File: src/rtl/frog_game_ctrl_pkg.sv
// Shared definitions for the frog game controller and renderer.
// One-hot state encoding so each state bit can drive a renderer input.
package frog_game_ctrl_pkg;

    localparam int HOP_FRAMES_DEF   = 16;
    localparam int DEATH_FRAMES_DEF = 128;
    localparam int SCORE_W_DEF      = 8;
    localparam int PHASE_W          = 5;

    typedef enum logic [7:0] {
        ST_IDLE  = 8'b0000_0001,
        ST_START = 8'b0000_0010,
        ST_GO    = 8'b0000_0100,
        ST_UP    = 8'b0000_1000,
        ST_CFU   = 8'b0001_0000,
        ST_DOWN  = 8'b0010_0000,
        ST_CFD   = 8'b0100_0000,
        ST_DEATH = 8'b1000_0000
    } state_e;

    function automatic logic in_play(input state_e s);
        return (s == ST_GO) || (s == ST_UP) || (s == ST_CFU) ||
               (s == ST_DOWN) || (s == ST_CFD);
    endfunction

endpackage

File: src/rtl/btn_edge.sv
// Button front end: two-flop synchronizer followed by a rising-edge
// detector, giving one pulse per press however long it is held.
module btn_edge (
    input  logic clk,
    input  logic rst,
    input  logic btn_i,
    output logic pulse_o
);

    logic s1_q, s2_q, dly_q;

    always_ff @(posedge clk or posedge rst) begin
        if (rst) begin
            s1_q  <= 1'b0;
            s2_q  <= 1'b0;
            dly_q <= 1'b0;
        end else begin
            s1_q  <= btn_i;
            s2_q  <= s1_q;
            dly_q <= s2_q;
        end
    end

    assign pulse_o = s2_q & ~dly_q;

endmodule

File: src/rtl/frog_game_ctrl.sv
// Frame-aligned game FSM: button presses, hop sequencing, lily-pad
// collision detection and hop score for the VGA frog renderer.
module frog_game_ctrl #(
    parameter int HOP_FRAMES   = 16,
    parameter int DEATH_FRAMES = 128,
    parameter int SCORE_W      = 8
) (
    input  logic               clk,
    input  logic               rst,
    input  logic               btnC,
    input  logic               btnU,
    input  logic               btnD,
    input  logic               frameBound,
    input  logic               collide,
    output logic               idle,
    output logic               start,
    output logic               go,
    output logic               up,
    output logic               down,
    output logic               center_fromUp,
    output logic               center_fromDown,
    output logic               death,
    output logic               blink,
    output logic [4:0]         hop_phase,
    output logic [SCORE_W-1:0] score
);

    import frog_game_ctrl_pkg::*;

    localparam int DW = $clog2(DEATH_FRAMES + 1);
    localparam logic [PHASE_W-1:0] PH_LAST = PHASE_W'(HOP_FRAMES - 1);
    localparam logic [DW-1:0]      DC_LAST = DW'(DEATH_FRAMES - 1);

    logic pc, pu, pd;

    btn_edge u_btn_c (.clk(clk), .rst(rst), .btn_i(btnC), .pulse_o(pc));
    btn_edge u_btn_u (.clk(clk), .rst(rst), .btn_i(btnU), .pulse_o(pu));
    btn_edge u_btn_d (.clk(clk), .rst(rst), .btn_i(btnD), .pulse_o(pd));

    state_e               state_q, state_d;
    logic [PHASE_W-1:0]   phase_q, phase_d;
    logic [DW-1:0]        dcnt_q, dcnt_d;
    logic [SCORE_W-1:0]   score_q, score_d;
    logic                 p_start_q, p_start_d;
    logic                 p_up_q, p_up_d;
    logic                 p_down_q, p_down_d;
    logic                 hit_q, hit_d;
    logic                 hit_now;

    always_ff @(posedge clk or posedge rst) begin
        if (rst) begin
            state_q   <= ST_IDLE;
            phase_q   <= '0;
            dcnt_q    <= '0;
            score_q   <= '0;
            p_start_q <= 1'b0;
            p_up_q    <= 1'b0;
            p_down_q  <= 1'b0;
            hit_q     <= 1'b0;
        end else begin
            state_q   <= state_d;
            phase_q   <= phase_d;
            dcnt_q    <= dcnt_d;
            score_q   <= score_d;
            p_start_q <= p_start_d;
            p_up_q    <= p_up_d;
            p_down_q  <= p_down_d;
            hit_q     <= hit_d;
        end
    end

    always_comb begin
        state_d   = state_q;
        phase_d   = phase_q;
        dcnt_d    = dcnt_q;
        score_d   = score_q;
        p_start_d = 1'b0;
        p_up_d    = 1'b0;
        p_down_d  = 1'b0;
        // A collide on the tick cycle itself still counts for this tick.
        hit_now   = hit_q | (collide & in_play(state_q));
        hit_d     = frameBound ? 1'b0 : hit_now;

        unique case (state_q)
            ST_IDLE: begin
                p_start_d = p_start_q | pc;
                if (frameBound && p_start_q) begin
                    state_d   = ST_START;
                    p_start_d = 1'b0;
                    score_d   = '0;
                end
            end
            ST_START: begin
                if (frameBound) state_d = ST_GO;
            end
            ST_GO: begin
                p_up_d   = p_up_q | pu;
                p_down_d = p_down_q | pd;
                if (frameBound && (hit_now || p_up_q || p_down_q)) begin
                    p_up_d   = 1'b0;
                    p_down_d = 1'b0;
                    phase_d  = '0;
                    dcnt_d   = '0;
                    if (hit_now)     state_d = ST_DEATH;
                    else if (p_up_q) state_d = ST_UP;
                    else             state_d = ST_DOWN;
                end
            end
            ST_UP, ST_DOWN, ST_CFU, ST_CFD: begin
                if (frameBound) begin
                    if (hit_now) begin
                        state_d = ST_DEATH;
                        phase_d = '0;
                        dcnt_d  = '0;
                    end else if (phase_q == PH_LAST) begin
                        phase_d = '0;
                        unique case (state_q)
                            ST_UP:   state_d = ST_CFU;
                            ST_DOWN: state_d = ST_CFD;
                            default: begin
                                state_d = ST_GO;
                                if (!(&score_q)) score_d = score_q + 1'b1;
                            end
                        endcase
                    end else begin
                        phase_d = phase_q + 1'b1;
                    end
                end
            end
            ST_DEATH: begin
                if (frameBound) begin
                    if (dcnt_q == DC_LAST) begin
                        state_d = ST_IDLE;
                        dcnt_d  = '0;
                    end else begin
                        dcnt_d = dcnt_q + 1'b1;
                    end
                end
            end
            default: state_d = ST_IDLE;
        endcase
    end

    always_comb begin
        idle            = state_q[0];
        start           = state_q[1];
        go              = state_q[2];
        up              = state_q[3];
        center_fromUp   = state_q[4];
        down            = state_q[5];
        center_fromDown = state_q[6];
        death           = state_q[7];
        blink           = state_q[7];
        hop_phase       = phase_q;
        score           = score_q;
    end

endmodule

File: config.mk
export PLATFORM = sky130hd
export DESIGN_NAME = frog_game_ctrl
export DESIGN_NICKNAME = d
export VERILOG_FILES = /design/src/rtl/frog_game_ctrl_pkg.sv /design/src/rtl/btn_edge.sv /design/src/rtl/frog_game_ctrl.sv
export SDC_FILE = /design/constraint.sdc
export NUM_CORES = 1
export LEC_CHECK = 0
export CORE_MARGIN = 5
export CORE_UTILIZATION = 40
export DETAILED_ROUTE_END_ITERATION = 7
export PLACE_DENSITY = 0.68
export SYNTH_ARGS = -nofsm -noshare
export SYNTH_HDL_FRONTEND = slang
export SYNTH_SLANG_ARGS = --single-unit
File: constraint.sdc
create_clock -name clk -period 2.1 [get_ports clk]
set_input_delay 0.42 -clock clk [delete_from_list [all_inputs] [get_ports clk]]
set_output_delay 0.42 -clock clk [all_outputs]
set_load 0.005 [all_outputs]
### Yosys cells after proc, flatten, opt, wreduce, memory -nomap -nowiden

Cells that the tools add are included.

| word-level totals | value |
|---|---|
| logic and storage cells | 108 |
| input bits | 7 |
| register bits | 42 |

| cells by class | value |
|---|---|
| multiplexer cells | 37 |
| eq/ne operators | 22 |
| reduce and logical (&&, ||, !) cells | 18 |
| add/sub/neg operators | 3 |
| bitwise gates (word level) | 11 |

Operators by type and width:

| cell | number |
|---|---|
| $mux 8 | 20 |
| $pmux 8 s5 | 1 |
| $pmux 8 s3 | 1 |
| $mux 5 | 4 |
| $ne 2x2->1 const B | 10 |
| $add 8x1->8 const B | 2 |
| $eq 8x7->1 const B | 2 |
| $pmux 8 s2 | 1 |
| $pmux 7 s2 | 1 |
| $reduce_and 7->1 | 2 |
| $pmux 5 s2 | 1 |
| $eq 8x1->1 const B | 1 |
| $eq 8x2->1 const B | 1 |
| $eq 8x3->1 const B | 1 |
| $eq 8x4->1 const B | 1 |
| $eq 8x5->1 const B | 1 |
| $eq 8x6->1 const B | 1 |
| $eq 8x8->1 const B | 1 |
| $reduce_and 8->1 | 1 |
| $mux 1 | 7 |
| $logic_or 1x1->1 | 6 |
| $mux 6 | 1 |
| $add 5x1->5 const B | 1 |
| $eq 5x4->1 const B | 1 |
| 12 further kinds | 22 |

### Longest topological paths before layout

Gate-level depths: netlist of the first run.

| depth | value |
|---|---|
| word-level depth | 12 |
| depth in mapped cells | 8 |
| gate-level depth less buffers | 6 |

### Hierarchy

From an unflattened synthesis of the first run, not the netlist that was laid out.

| second synthesis, totals | value |
|---|---|
| cells, all modules | 238 |
| area, all modules | 2331.0 µm² |

Modules (own cells, without submodules):

| module | instances | cells an instance | area an instance (µm²) |
|---|---|---|---|
| frog_game_ctrl | 1 | 223 | 2053.2 |
| btn_edge | 3 | 5 | 92.6 |

### Least setup slack after synthesis of the first run

No wires, ideal clock.

| path | value |
|---|---|
| path kind | reg2reg |
| from | register state_q[5] |
| to | register state_q[3] |
| stages on the path, launching flop included | 8 |
| setup time | 0.125 ns |
| setup slack | -0.198 ns |
| buffers on the path | 2 |
| data arrival time | 2.173 ns |
| data required time | 1.975 ns |
| period minus slack after synthesis | 2.298 ns |
| cells stage by stage | dfrtp_1 -> buf_6 -> or4_1 -> buf_2 -> or4_4 -> o21ai_2 -> a21oi_2 -> mux2_4 |

| on the way | value |
|---|---|
| word-level cells in the longest chain between the ends | 12 |

RTL lines:

| element | line | RTL |
|---|---|---|
| from (decl) | frog_game_ctrl.sv:40 | `state_e state_q, state_d;` |
| from (signal assigned) | frog_game_ctrl.sv:61 | `state_q <= state_d;` |
| $eq 8x3->1 or $eq 8x4->1 (tied branches) | frog_game_ctrl_pkg.sv:22, frog_game_ctrl.sv:84 |  |
| $logic_or 1x1->1 (3 in series) | frog_game_ctrl_pkg.sv:22 | `return (s == ST_GO) \|\| (s == ST_UP) \|\| (s == ST_CFU) \|\|` |
| $logic_or 1x1->1 | frog_game_ctrl_pkg.sv:23 | `(s == ST_DOWN) \|\| (s == ST_CFD);` |
| $and 1x1->1 | frog_game_ctrl.sv:81 | `hit_now = hit_q \| (collide & in_play(state_q));` |
| $or 1x1->1 | frog_game_ctrl.sv:81 |  |
| $logic_or 1x1->1 (2 in series) | frog_game_ctrl.sv:99 | `if (frameBound && (hit_now \|\| p_up_q \|\| p_down_q)) begin` |
| $logic_and 1x1->1 | frog_game_ctrl.sv:99 |  |
| $ne 2x1->1 (no line) | -- |  |
| $reduce_and 7->1 (no line) | -- |  |

Several ways; a longest one is shown, not always the timed one. The select of a mux whose other input is x is not followed.
A chain may end at the register's enable or synchronous reset.

### Worst setup path in the final report of the first run

| path | value |
|---|---|
| from | register state_q[1] |
| to | register score_q[2], in the netlist score[2] |

| on the way | value |
|---|---|
| word-level cells in the longest chain between the ends | 9 |

RTL lines:

| element | line | RTL |
|---|---|---|
| $eq 8x3->1 or $eq 8x4->1 (tied branches) | frog_game_ctrl_pkg.sv:22, frog_game_ctrl.sv:84, frog_game_ctrl.sv:117 |  |
| $logic_or 1x1->1 (3 in series) | frog_game_ctrl_pkg.sv:22 |  |
| $logic_or 1x1->1 | frog_game_ctrl_pkg.sv:23 |  |
| $and 1x1->1 | frog_game_ctrl.sv:81 |  |
| $or 1x1->1 | frog_game_ctrl.sv:81 |  |
| $ne 2x2->1 (no line) | -- |  |
| $reduce_and 7->1 (no line) | -- |  |
| to (signal assigned) | frog_game_ctrl.sv:64 | `score_q <= score_d;` |
| to (decl) | frog_game_ctrl.sv:43 | `logic [SCORE_W-1:0] score_q, score_d;` |

Several ways; a longest one is shown, not always the timed one.

==> results of run 1 <==
==> worst max-delay path, stage by stage, from the launching register on <==
cell     delay [ps]
dfrtp_1         390
or4_4           550
nor4_4          350
a41oi_4         200
or4_4           550
a21oi_2         130
==> sequential cells by signal, indices dropped and copies added (netlist names), 5 cells and up <==
| signal | count |
|---|---|
| dcnt_q | 8 |
| score | 8 |
| state_q | 8 |
| hop_phase | 5 |
==> final cells by class <==
class                      count  area, sq um  share of cell area (%)
sequential                    42         1054                   30.17
clock inverter                 1        30.03                  0.8599
tap                           72        90.09                   2.580
inverter                       9        33.78                  0.9674
clock buffer                   7        76.32                   2.186
timing repair buffer          92        799.5                   22.90
multi-input combinational    170         1409                   40.34
==> power groups by stage <==
stage          combinational, mW  sequential [mW]  clock, mW
2_1_floorplan              0.400            0.939          0
3_3_place_gp               0.691            0.924          0
3_5_place_dp               0.699            0.925          0
4_1_cts                    0.814            0.912      0.642
5_1_grt                    0.940            0.922      0.685
6_report                   0.874            0.914      0.627
==> worst max path at each step <==
| stage | depth (start not counted) | to | startpoint |
|---|---|---|---|
| floorplan | 7 | state_q[3] | state_q[6] |
| global placement | 6 | state_q[6] | collide |
| detailed placement | 8 | dcnt_q[1] | collide |
| CTS | 5 | score[2] | state_q[1] |
| global route | 6 | score[2] | state_q[1] |
| finish | 5 | score[2] | state_q[1] |
==> routing by layer <==
metal / track usage, % / vias up / part of all wire (%)
met3: 3.398 / 9 / 3.9
met1: 21.15 / 1007 / 46
met4: 4.460 / 0 / 1.7
li1: - / 1035 / -
met2: 28.60 / 35 / 48
met5: 0 / - / 0
==> logic make-up (layout without fill, tap and decap cells) <==
| logic type | count (synthesis) | after routing | share of synthesized area [%] |
|---|---|---|---|
| multiplexers | 6 | 6 | 3.295 |
| flip-flops | 42 | 42 | 46.18 |
| AND/OR/NAND/NOR | 101 | 101 | 25.37 |
| buffers and inverters | 18 | 109 | 3.789 |
| XOR/XNOR | 2 | 2 | 0.7689 |
| AO/OA/AOI/OAI | 58 | 58 | 18.95 |
| adder cells (fa/ha/maj) | 3 | 3 | 1.648 |
==> cell usage after synthesis (2+ instances only) <==
master     count  area (sq um)
or3_1          3         18.77
o21bai_1       2         15.01
a21oi_1       12         60.06
or2_2          5         31.28
nor3_1         4         20.02
inv_1          9         33.78
nor3b_1        2         15.01
nand2b_1       4         25.02
buf_2          6         30.03
or4_1          6         45.04
nor4_1         3         18.77
o21ai_0        7         35.03
and3_1         3         18.77
a2111oi_2      2         30.03
nor2_1        19         71.32
o21a_1         2         15.01
nand4_1        2         12.51
and4_1         3         26.28
nor4_2         2         25.02
nand3_1       12         60.06
a22o_1         2         17.52
mux2_4         3         45.04
dfrtp_1       41          1026
ha_1           3         37.54
and2_1         2         12.51
xnor2_1        2         17.52
mux2i_1        3         30.03
o21ai_1        5         25.02
o31ai_1        8         60.06
nor2b_1        4         25.02
nand2_1       20         75.07
o41ai_1        2         17.52
==> placed cells by master, fill, tap and decap left out, types with 5 or more instances in the layout <==
cell type,synthesis,routed
a21oi_2,1,5
or4_4,1,5
inv_1,9,9
nand2_1,20,19
buf_6,1,7
buf_4,1,56
nor2_1,19,16
clkbuf_8,0,5
dfrtp_1,41,40
clkdlybuf4s50_1,0,28
o21ai_1,5,5
a21oi_1,12,7
nand3_1,12,12
o21ai_0,7,5
==> timing repair <==
| item | 4_1_cts | 5_1_grt |
|---|---|---|
| gates resized for setup | 27 | 24 |
| pin swaps | 12 | 12 |
| buffers inserted | 7 | 3 |
| setup endpoints to repair | 28 | 29 |
==> impl_metrics.env, run 1 <==
export IMPL_finalSetupViolations=13
export IMPL_synth_fp_nets=240
export IMPL_dp_cells=375
export IMPL_maxSlewViolCount=0
export IMPL_layout_cells_non_filler=393
export IMPL_p_switching_mw=0.7358
export IMPL_critPathLaunchType="register"
export IMPL_hold_end="u_btn_d.s2_q"
export IMPL_switching_share_pct=30.46
export IMPL_cp_end_kind="register"
export IMPL_grtUsageTotal_pct=16.62
export IMPL_hold_depth=0
export IMPL_clk_pin_slew_ps=80
export IMPL_finalHoldViolCount=0
export IMPL_die_w_microns=85.47
export IMPL_ys_ff_latch=42
export IMPL_violations="setup timing"
export IMPL_gr_total_overflow=0
export IMPL_p_total_mw=2.415
export IMPL_reg2reg_slack_ps=-150
export IMPL_fin_hold_ws_ps=349.4
export IMPL_powerDensity_nw_per_um2=691.7
export IMPL_fin_skew_ps=13.81
export IMPL_clk_latency_ps=300
export IMPL_grt_pass1_vias=2074
export IMPL_nets=330
export IMPL_async_reset_ff_share_pct=100.0
export IMPL_core_area_sq_um=5507
export IMPL_syn_avg_cell_area_sq_um=9.906
export IMPL_ir_drop_v=0.0004438
export IMPL_dp_worst_setup_slack_ps=-360.7
export IMPL_yosysSeqAreaShare_pct=46.18
export IMPL_rr_endpoint="score[2]"
export IMPL_drtIter0Drc=115
export IMPL_synth_edf_count=0
export IMPL_hpwl_microns=4105
export IMPL_grt_max_degree=43
export IMPL_syn_inst=230
export IMPL_min_path_type="reg2reg"
export IMPL_syn_area_sq_um=2278
export IMPL_initial_core_util_pct=41.38
export IMPL_ant_nets=0
export IMPL_status="finished, violations left"
export IMPL_fill_cells=419
export IMPL_rows=27
export IMPL_layout_min_cycle_time_ps=2247
export IMPL_firstDrtPassIters=4
export IMPL_drv_cap=0
export IMPL_setup_slack_ps=-146.6
export IMPL_worstHoldStart="u_btn_d.s1_q"
export IMPL_grt_pass1_wl_microns=9804
export IMPL_vias=2086
export IMPL_clock_path_buffers=2
export IMPL_finalWirelength_microns=5937
export IMPL_layout_cell_area_non_filler_sq_um=3492
export IMPL_area_growth_pct=53.27
export IMPL_maxSlewHeadroom_pct=68.54
export IMPL_cts_tree="done"
export IMPL_cts_made_buffers=5
export IMPL_yosys_warnings=0
export IMPL_wl_per_cell_microns=15.11
export IMPL_vias_per_cell=5.308
export IMPL_ys_flop_type="dfrtp_1"
export IMPL_path_max_fanout=6
export IMPL_die_area_sq_um=7305
export IMPL_critPathRequiredTime_ps=2330
export IMPL_boundaryPins=29
export IMPL_grt_antenna_before_repair=0
export IMPL_pwr_share_clk_pct=26.0
export IMPL_timing_rr_start="state_q[1]"
export IMPL_ys_types=59
export IMPL_setup_tns_ps=-662.7
export IMPL_fin_crit_sh_pct=107.0
export IMPL_htree_num_levels=2
export IMPL_arrival_ps=2480
export IMPL_root_buffer="clkbuf_8"
export IMPL_place_area_sq_um=3065
export IMPL_num_antenna_cells=0
export IMPL_dieHeight_microns=85.47
export IMPL_cts_num_sinks=42
export IMPL_rsz0062_at_grt="true"
export IMPL_reg2reg_depth=5
export IMPL_p_int_mw=1.680
export IMPL_tightest_slew_ps=470.3
export IMPL_utilization_pct=63.42
export IMPL_p_leak_nw=1.484
export IMPL_worstSetupPathType="reg2reg"
export IMPL_hold_buffers=0
export IMPL_fmax_ghz=0.4451
export IMPL_remaining_drc_errors=0
export IMPL_pwr_share_seq_pct=37.8
export IMPL_port_buffers=28
export IMPL_power_frac_comb_pct=36.2
export IMPL_drive_gt1_share_pct=38.63
export IMPL_gp_congestion=0.8338
Power figures use the tool's default switching activity.
==> run 2, diff against run 1 <==
- CORE_UTILIZATION: 40 -> 50
- PLACE_DENSITY: 0.68 -> 0.81
- SETUP_SLACK_MARGIN: unset -> 0.2
==> run 2 against run 1 <==
  * The run still ends with setup timing left
  * Wire length increased by 16%
  * Fmax about the same
  * Register-to-register slack is essentially flat
  * Cell area down 2.9%
  * Setup slack lost 0.61 ps
  * Non-clock buffer count decreased by 5
  * Highest routed layer unchanged
==> impl_metrics.env, run 2 (synthesis results as in run 1) <==
export IMPL_port_buffers=28
export IMPL_status="finished, violations left"
export IMPL_vias_per_cell=6.204
export IMPL_gr_total_overflow=0
export IMPL_die_w_microns=77.51
export IMPL_root_buffer="clkbuf_8"
export IMPL_rsz0062_at_grt="true"
export IMPL_layout_min_cycle_time_ps=2247
export IMPL_rows=24
export IMPL_rr_endpoint="state_q[3]"
export IMPL_finalSetupViolations=24
export IMPL_cts_num_sinks=42
export IMPL_ant_nets=0
export IMPL_violations="setup timing"
export IMPL_nets=325
export IMPL_powerDensity_nw_per_um2=690.3
export IMPL_arrival_ps=2430
export IMPL_core_area_sq_um=4384
export IMPL_cp_common_cell="buf_4"
export IMPL_dieHeight_microns=77.51
export IMPL_drive_gt1_share_pct=35.44
export IMPL_final_cell_mix="buf_4, dfrtp_1, clkdlybuf4s50_1"
export IMPL_cts_tree="done"
export IMPL_grt_antenna_before_repair=0
export IMPL_path_max_fanout=7
export IMPL_grt_pass1_vias=2192
export IMPL_initial_core_util_pct=51.97
export IMPL_area_growth_pct=48.87
export IMPL_crit_path_top_delay_cell="dfstp_2"
export IMPL_tightest_slew_ps=536.2
export IMPL_maxSlewHeadroom_pct=64.25
export IMPL_finalHoldViolCount=0
export IMPL_hold_buffers=0
export IMPL_fin_skew_ps=17.46
export IMPL_die_area_sq_um=6007
export IMPL_gp_congestion=0.8814
export IMPL_crit_chain="or4_4 -> buf_4 -> a2111oi_4 -> buf_4 -> or3_4 -> a21oi_4 -> mux2_4"
export IMPL_grtUsageTotal_pct=21.95
export IMPL_drv_cap=0
export IMPL_grt_pass1_wl_microns=10750
export IMPL_maxSlewViolCount=0
export IMPL_hpwl_microns=4364
export IMPL_clk_pin_slew_ps=90
export IMPL_min_path_type="reg2reg"
export IMPL_drtIter0Drc=271
export IMPL_p_leak_nw=1.476
export IMPL_worstHoldStart="u_btn_c.s1_q"
export IMPL_layout_cells_non_filler=368
export IMPL_dp_cells=354
export IMPL_cts_made_buffers=5
export IMPL_hold_end="u_btn_c.s2_q"
export IMPL_remaining_drc_errors=0
export IMPL_utilization_pct=77.37
export IMPL_hold_depth=0
export IMPL_reg2reg_depth=7
export IMPL_fmax_ghz=0.4450
export IMPL_clk_latency_ps=300
export IMPL_grt_max_degree=43
export IMPL_critPathRequiredTime_ps=2290
export IMPL_critPathLaunchType="register"
export IMPL_finalWirelength_microns=6898
export IMPL_fin_crit_sh_pct=107.0
export IMPL_setup_slack_ps=-147.2
export IMPL_mostFrequentLayoutCell="buf_4"
export IMPL_vias=2283
export IMPL_cpPeakStageDelay_ps=550
export IMPL_reg2reg_slack_ps=-150
export IMPL_clock_path_buffers=2
export IMPL_wl_per_cell_microns=18.74
export IMPL_htree_num_levels=2
export IMPL_ir_drop_v=0.0006415
export IMPL_firstDrtPassIters=4
export IMPL_num_antenna_cells=0
export IMPL_timing_rr_start="state_q[0]"
export IMPL_worstSetupPathType="reg2reg"
export IMPL_boundaryPins=29
export IMPL_cp_end_kind="register"
==> run 2: worst max-delay path, delay by kind of cell (launching register included) <==
family                 cells  cell delay (ps)
buffers and inverters      2              320
muxes                      1              340
and+or+nand+nor            2              550
DFF                        1              550
AOI/OAI and AO/OA          2              360
==> run 2: per-stage QoR <==
step                setup WS [ps]  total power, mW  hold slack, ps  area [sq um]  setup TNS, ps
detailed placement         -409.8            1.592           341.2          3025          -6724
CTS                        -148.5            2.294           366.4          3272          -1127
global placement           -351.4            1.556           333.9          3025          -5319
finish                     -147.2            2.342           361.3          3392          -2247
floorplan                  -93.97            1.340           331.2          2360          -1003
global route               -214.8            2.447           369.0          3392          -3538
==> run 2: repair_timing <==
action,CTS,global route
endpoints found under the hold margin,0,0
buffers inserted,4,2
setup endpoints to repair,32,31
resized for setup,25,21
pin swaps,12,5
==> run 2: worst max path at each step <==
stage          cells after the start         end  slack [ps]  startpoint
2_1_floorplan                      7  state_q[3]         -90  state_q[6]
3_3_place_gp                       6  state_q[3]        -350     collide
3_5_place_dp                       6  state_q[3]        -410     collide
4_1_cts                            5    score[2]        -150  state_q[0]
5_1_grt                            6    score[6]        -210  state_q[0]
6_report                           7  state_q[3]        -150  state_q[0]
==> run 2: power by group <==
part           switching (mW)  leakage, nW  internal [mW]  total [mW]
Combinational           0.426        0.870          0.365       0.790
Sequential             0.0436        0.554          0.875       0.919
Clock                   0.276       0.0524          0.356       0.632
Total                   0.745         1.48           1.60        2.34
==> run 2: final cells by class <==
type / count / area [sq um]
multi-input combinational: 170 / 1389
sequential: 42 / 1055
fill: 252 / 992.2
timing repair buffer: 87 / 743.2
clock buffer: 7 / 76.32
tap: 52 / 65.06
inverter: 9 / 33.78
clock inverter: 1 / 30.03
==> run 2: routing by layer <==
layer	share of wire (%)	up-vias	global-route usage [%]
li1	-	1023	-
met1	41	1129	29.81
met2	49	101	34.85
met3	6.2	30	4.282
met4	3.7	0	8.247
met5	0	-	0
==> run 3, diff against run 2 <==
- ABC_AREA: unset -> 0
==> results of run 3 <==
No change in the layout: final DEF, timing and power equal those of run 2.
